### src/rtl/multitap_pkg.sv
// Shared types, ASCII constants and key-table helpers for the multi-tap encoder.
package multitap_pkg;

  typedef enum logic [0:0] {StIdle, StCompose} state_e;

  localparam logic [7:0] ASCII_BS = 8'h08;
  localparam logic [7:0] ASCII_SP = 8'h20;

  function automatic logic [7:0] key_char(input logic [3:0] key_idx, input logic [1:0] tap);
    logic [7:0] base;
    base = 8'h00;
    unique case (key_idx)
      4'd0: base = 8'h41;
      4'd1: base = 8'h44;
      4'd2: base = 8'h47;
      4'd3: base = 8'h4A;
      4'd4: base = 8'h4D;
      4'd5: base = 8'h50;
      4'd6: base = 8'h54;
      4'd7: base = 8'h57;
      default: base = 8'h00;
    endcase
    if (key_idx <= 4'd7) begin
      return base + {6'd0, tap};
    end else if (key_idx == 4'd8) begin
      return ASCII_SP;
    end else begin
      unique case (tap)
        2'd0: return 8'h2E;
        2'd1: return 8'h2C;
        2'd2: return 8'h3F;
        default: return 8'h21;
      endcase
    end
  endfunction

  function automatic logic [2:0] key_count(input logic [3:0] key_idx);
    unique case (key_idx)
      4'd5, 4'd7, 4'd9: return 3'd4;
      4'd8: return 3'd1;
      default: return 3'd3;
    endcase
  endfunction

  // Only letters shift; space, punctuation and backspace pass through.
  function automatic logic [7:0] apply_case(input logic [7:0] c, input logic lower);
    if (lower && c >= 8'h41 && c <= 8'h5A) return c + 8'h20;
    return c;
  endfunction

endpackage

### src/rtl/multitap_encoder_sync_fifo.sv
// Synchronous FIFO with registered head; push while full is accepted only alongside a pop.
module sync_fifo #(
  parameter int unsigned WIDTH = 8,
  parameter int unsigned DEPTH = 8
) (
  input  logic                     clk,
  input  logic                     rst,
  input  logic                     push,
  input  logic [WIDTH-1:0]         push_data,
  input  logic                     pop,
  output logic [WIDTH-1:0]         pop_data,
  output logic                     full,
  output logic                     empty,
  output logic [$clog2(DEPTH):0]   count
);

  localparam int unsigned AW = $clog2(DEPTH);

  logic [WIDTH-1:0] mem [DEPTH];
  logic [AW-1:0]    wptr_q, rptr_q;
  logic [AW:0]      count_q;
  logic             do_push, do_pop;

  assign empty    = (count_q == '0);
  assign full     = (count_q == (AW+1)'(DEPTH));
  assign do_pop   = pop & ~empty;
  assign do_push  = push & (~full | do_pop);
  assign pop_data = mem[rptr_q];
  assign count    = count_q;

  always_ff @(posedge clk) begin
    if (do_push) mem[wptr_q] <= push_data;
  end

  always_ff @(posedge clk or posedge rst) begin
    if (rst) begin
      wptr_q  <= '0;
      rptr_q  <= '0;
      count_q <= '0;
    end else begin
      if (do_push) wptr_q <= wptr_q + 1'b1;
      if (do_pop)  rptr_q <= rptr_q + 1'b1;
      if (do_push && !do_pop)      count_q <= count_q + 1'b1;
      else if (do_pop && !do_push) count_q <= count_q - 1'b1;
    end
  end

endmodule

### src/rtl/multitap_encoder.sv
// Multi-tap keypad text entry: key taps to committed ASCII in an output FIFO.
// Optional lowercase toggle input is enabled by defining MULTITAP_CASE_EN.
module multitap_encoder
  import multitap_pkg::*;
#(
  parameter int unsigned NUM_KEYS      = 8,
  parameter int unsigned TIMEOUT_TICKS = 10,
  parameter int unsigned FIFO_DEPTH    = 8
) (
  input  logic                          clk,
  input  logic                          rst,
  input  logic                          tick,
  input  logic [NUM_KEYS-1:0]           key,
  input  logic                          btn_confirm,
  input  logic                          btn_back,
`ifdef MULTITAP_CASE_EN
  input  logic                          case_toggle,
`endif
  output logic [7:0]                    out_data,
  output logic                          out_valid,
  input  logic                          out_ready,
  output logic [7:0]                    preview_char,
  output logic                          preview_active,
  output logic [$clog2(FIFO_DEPTH):0]   fifo_count,
  output logic                          overflow
);

  state_e     state_q, state_d;
  logic [3:0] cur_q, cur_d;
  logic [1:0] tap_q, tap_d;
  logic [7:0] timer_q, timer_d;
  logic       key_any_q, confirm_q, back_q, overflow_q;
  logic       press, confirm_ev, back_ev;
  logic [3:0] new_idx;
  logic [7:0] cur_char, push_data;
  logic       push, fifo_full, fifo_empty, fifo_pop;
  logic       lower;

`ifdef MULTITAP_CASE_EN
  logic case_q, lower_q;
  always_ff @(posedge clk or posedge rst) begin
    if (rst) begin
      case_q  <= 1'b0;
      lower_q <= 1'b0;
    end else begin
      case_q <= case_toggle;
      if (case_toggle && !case_q) lower_q <= ~lower_q;
    end
  end
  assign lower = lower_q;
`else
  assign lower = 1'b0;
`endif

  assign press      = (|key) & ~key_any_q;
  assign confirm_ev = btn_confirm & ~confirm_q;
  assign back_ev    = btn_back & ~back_q;

  always_comb begin
    new_idx = '0;
    for (int i = NUM_KEYS - 1; i >= 0; i--) begin
      if (key[i]) new_idx = 4'(i);
    end
  end

  assign cur_char       = apply_case(key_char(cur_q, tap_q), lower);
  assign preview_active = (state_q == StCompose);
  assign preview_char   = preview_active ? cur_char : 8'h00;

  always_comb begin
    state_d   = state_q;
    cur_d     = cur_q;
    tap_d     = tap_q;
    timer_d   = timer_q;
    push      = 1'b0;
    push_data = cur_char;
    unique case (state_q)
      StIdle: begin
        if (press) begin
          state_d = StCompose;
          cur_d   = new_idx;
          tap_d   = '0;
          timer_d = '0;
        end else if (back_ev) begin
          push      = 1'b1;
          push_data = ASCII_BS;
        end
      end
      StCompose: begin
        if (press) begin
          timer_d = '0;
          if (new_idx == cur_q) begin
            tap_d = ({1'b0, tap_q} + 3'd1 == key_count(cur_q)) ? 2'd0 : tap_q + 2'd1;
          end else begin
            // Commit the old character and start the new key in one cycle.
            push  = 1'b1;
            cur_d = new_idx;
            tap_d = '0;
          end
        end else if (back_ev) begin
          state_d = StIdle;
        end else if (confirm_ev) begin
          push    = 1'b1;
          state_d = StIdle;
        end else if (tick) begin
          if (timer_q == 8'(TIMEOUT_TICKS - 1)) begin
            push    = 1'b1;
            state_d = StIdle;
          end else begin
            timer_d = timer_q + 8'd1;
          end
        end
      end
      default: state_d = StIdle;
    endcase
  end

  always_ff @(posedge clk or posedge rst) begin
    if (rst) begin
      state_q    <= StIdle;
      cur_q      <= '0;
      tap_q      <= '0;
      timer_q    <= '0;
      key_any_q  <= 1'b0;
      confirm_q  <= 1'b0;
      back_q     <= 1'b0;
      overflow_q <= 1'b0;
    end else begin
      state_q   <= state_d;
      cur_q     <= cur_d;
      tap_q     <= tap_d;
      timer_q   <= timer_d;
      key_any_q <= |key;
      confirm_q <= btn_confirm;
      back_q    <= btn_back;
      if (push && fifo_full && !fifo_pop) overflow_q <= 1'b1;
    end
  end

  assign fifo_pop  = out_ready & ~fifo_empty;
  assign out_valid = ~fifo_empty;
  assign overflow  = overflow_q;

  sync_fifo #(
    .WIDTH (8),
    .DEPTH (FIFO_DEPTH)
  ) u_fifo (
    .clk       (clk),
    .rst       (rst),
    .push      (push),
    .push_data (push_data),
    .pop       (fifo_pop),
    .pop_data  (out_data),
    .full      (fifo_full),
    .empty     (fifo_empty),
    .count     (fifo_count)
  );

endmodule
### config.mk
export PLATFORM = sky130hd
export DESIGN_NAME = multitap_encoder
export DESIGN_NICKNAME = d
export VERILOG_FILES = /design/src/rtl/multitap_pkg.sv /design/src/rtl/multitap_encoder_sync_fifo.sv /design/src/rtl/multitap_encoder.sv
export SDC_FILE = /design/constraint.sdc
export NUM_CORES = 1
export LEC_CHECK = 0
export CORE_ASPECT_RATIO = 1.4
export CORE_UTILIZATION = 50
export DETAILED_ROUTE_END_ITERATION = 7
export PLACE_DENSITY = 0.71
export SLEW_MARGIN = 25
export SYNTH_ARGS = -nofsm -noshare
export SYNTH_HDL_FRONTEND = slang
export SYNTH_SLANG_ARGS = --single-unit
### constraint.sdc
create_clock -name clk -period 3.6 [get_ports clk]
set_input_delay 0.72 -clock clk [delete_from_list [all_inputs] [get_ports clk]]
set_output_delay 0.72 -clock clk [all_outputs]
set_load 0.05 [all_outputs]
==> parameters.txt <==
Parameter                              Value

Synthesis
  Largest family of logic cells by synthesized area    simple AND/OR/NAND/NOR gates
  Post-synthesis cell area    0.00412 mm²
  Count of flip-flops with a built-in enable after synthesis    56
  Yosys Warn Count    0
  Compound-cell area share of the yosys netlist    7.56%
  Simple-gate area share of the yosys netlist    12.3%
  Synthesis-stage register bit count    84
  Mux contribution to synthesized area    10.9%
  Post-synth cell types    55
  Sequential-to-total area share from yosys stat    57.8%
  Synthesized netlist cell count    299
  Predominant post-synthesis flop cell    edfxtp_1
  Synth async-reset ratio    33.3%
  Adder-cell share of the synthesized area    5.22%
  Average footprint of a synthesized cell    13.8 µm²
  Area share of xor/xnor cells in the synthesized design    2.98%

Power
  Switching part of the total    37.9%
  Total power per unit cell area    657 mW/mm²
  Sw power    1.22 mW
  Worst voltage drop across the vdd grid    0.403 mV
  Internal portion of total power    1.99 mW
  Total Power    3.21 mW
  Share of total power in the clock network    19.2%
  LEAKAGE    1.83 nW
  Combinational Power Share    38.9%
  Portion of total power attributed to sequential cells    41.8%

Placed design
  Buffers added on ports    33
  Post-DP HPWL    5610 µm
  Final weighted congestion in routability-driven placement    0.851
  Minimum setup slack after placement    0.00192 ns

Floorplanning
  Num ports    37
  Cell Rows    38
  Starting density of the core    52.5%
  Die footprint    0.00861 mm²
  Core box area    0.00785 mm²
  Die X    78.7 µm
  Die outline height    109 µm

Worst setup path
  Critical R2R Capture    u_fifo.count[3]
  Longest individual stage delay on the worst path    0.43 ns
  Critical path depth in cells    10
  Cell with the largest stage delay on the worst path    dfrtp_2
  Launching point of the worst reg2reg path    timer_q[1]
  Crit path max-delay family    adder cells
  CP endpoint kind    output port
  Capturing element of the worst setup path    preview_char[4]
  Worst Path Required    2.88 ns
  Worst Path Buf+Inv    3
  Element type at the critical path start    flop
  Critical Path, Cell by Cell    inv_1 -> ha_1 -> mux2i_1 -> ha_1 -> inv_1 -> fa_1 -> o21ai_0 -> a32oi_1 -> nor2_1 -> buf_12
  Worst R2R Setup Slack    0.72 ns
  Setup crit start    cur_q[0]
  R2R depth    16
  Worst setup path category    flop to output port
  Worst path arrival time    2.71 ns
  CP Max Fanout    7

STA
  Slew at the pin with the worst max-slew slack    0.715 ns
  Slew Limit Fails    0
  Final worst-path cycle share    95.2%
  Setup Skew    0.0160 ns
  Endpoints failing hold    0
  Sum of negative setup slack    0 ns
  Post-route worst setup slack    0.173 ns
  RSZ-0062 raised after global routing    no
  Period minus WS final    3.43 ns
  Achievable Freq    292 MHz
  Setup Viol. Count Final    0
  Relative max-transition margin    52.4%

Global routing
  Pin count of the biggest net entering global routing    29
  Overall global routing resource usage    20.0%
  Total congestion overflow    0
  Busiest metal layer after global routing    met2
  Met1 capacity usage during global routing    21.4%
  Vias in the first global route    2661
  Routing usage on met2    37.9%
  Number of antenna violations at the first check in global routing    0
  First-pass GRT wire length    12600 µm
  Met3 track utilization from global routing    4.07%

Outcome
  Outcome    complete, no violations

Finish
  Final Net Count    391
  Growth of design area from synthesis to finish    18.6%
  Commonest non-fill, non-tap cells in the layout    56 x edfxtp_1, 29 x clkdlybuf4s50_1, 26 x dfrtp_1
  Count of fill cells added during filler insertion    612
  Most common library cell in the layout ignoring fill and taps    edfxtp_1
  Antenna fix cells    0
  Proportion of layout cells with a drive suffix above 1    23.2%

Worst hold path
  Hold Crit Depth    1
  Class of the most critical hold timing path    flop to flop

CTS
  Clock Path Buffers    2
  Number of buffers inserted during clock tree synthesis    9
  Number of hold-repair buffers added at the cts stage    0
  Resize count post-CTS    0
  Root cell of the clock tree    clkbuf_8
  Number of setup buffers added after CTS    0
  Later-pin clock latency in the skew report    0.36 ns
  Number of H-tree levels    3
  Clock sink count    84
  CTS tree    done
  Clock transition at the register clock pins on the worst setup and hold paths after CTS    0.09 ns

Route
  Number of DRC markers after the initial detailed-route iteration    110
  Detailed-route wire length    7640 µm
  DR WL/cell    16.4 µm
  DRT Pass-1 Iters    4
  Post-detailed-route via-to-cell ratio    5.37
  Post-route antenna net violation count    0
  DRC violations left    0
  Via count    2502

Job
  Number of max-cap violations    0
==> layer usage <==
layer / routed length [µm] / part of all wire (%)
met4: 105 / 1.4
met5: 0 / 0
met3: 253 / 3.3
met2: 4340 / 57
met1: 2950 / 39
==> cell type report <==
class                   instances  area (µm²)  area share (%)
inverters                      13        48.8           0.999
repair buffers                 55         498            10.2
well taps                     100         125            2.56
flip-flops and latches         84        2380            48.8
clock buffers                   9         124            2.54
multi-input cells             198        1650            33.7
clock inverters                 7        57.6            1.18
==> power by group through the flow <==
stage          Combinational [mW]  Sequential, mW  Clock (mW)
4_1_cts                      1.27            1.35       0.637
2_1_floorplan               0.870            1.37           0
3_3_place_gp                 1.24            1.36           0
3_5_place_dp                 1.26            1.37           0
6_report                     1.25            1.34       0.617
5_1_grt                      1.34            1.37       0.668
==> cells by family (layout without fill, tap and decap cells) <==
kind of cell,after synthesis,count (layout)
AO/OA/AOI/OAI,44,44
XOR/XNOR,14,14
adder cells (fa/ha/maj),16,16
buffers and inverters,27,84
flip-flops,84,84
multiplexers,26,26
other,1,11
AND/OR/NAND/NOR,87,87
==> cell usage after synthesis, types with 3 or more instances <==
cell,n,area [µm²]
a21oi_1,8,40.0
nor4b_2,4,60.1
xnor2_1,9,78.8
clkbuf_1,5,18.8
and3_1,4,25.0
xor2_1,5,43.8
nor4_1,3,18.8
nand2b_1,5,31.3
ha_1,14,175
nor3_1,11,55.1
mux4_2,14,315
o21a_1,5,37.5
nor2_1,23,86.3
nor2b_1,3,18.8
nand2_1,14,52.6
edfxtp_1,56,1680
o21ai_0,12,60.1
buf_4,5,37.5
a21o_1,3,22.5
inv_1,11,41.3
nand3_1,5,25.0
dfrtp_1,28,701
and2_1,4,25.0
mux2_2,8,90.1
==> how the worst min path moves through the flow <==
stage | from | endpoint
2_1_floorplan | timer_q[7] | timer_q[7]
3_3_place_gp | overflow | overflow
3_5_place_dp | overflow | overflow
4_1_cts | overflow | overflow
5_1_grt | overflow | overflow
6_report | overflow | overflow
==> worst reg2reg max path, delay by kind of cell, from the launching register on <==
kind,cells,cell delay (ns)
adders and majority gates,3,0.54
AOI/OAI and AO/OA,5,0.69
xor gates and xnor gates,2,0.28
and+or+nand+nor,3,0.67
buffers and inverters,3,0.18
DFF,1,0.42
==> state kept, by name, indices dropped and copies added (netlist names) <==
register	cells
back_q	1
confirm_q	1
cur_q	3
key_any_q	1
overflow	1
preview_active	1
tap_q	2
timer_q	8
u_fifo.count	4
u_fifo.mem	56
u_fifo.rptr_q	3
u_fifo.wptr_q	3
==> per-stage QoR <==
| step | hold WS (ns) | instances | util, % | cell area, µm² |
|---|---|---|---|---|
| 2_1_floorplan | 0.506 | 309 | - | 4160 |
| 3_3_place_gp | 0.454 | 450 | 59.9 | 4700 |
| 3_5_place_dp | 0.451 | 450 | 59.9 | 4700 |
| 4_1_cts | 0.479 | 466 | 62.2 | 4880 |
| 5_1_grt | 0.511 | 466 | 62.3 | 4880 |
| 6_report | 0.469 | 466 | 62.3 | 4880 |
(Power assumes the default switching activity.)
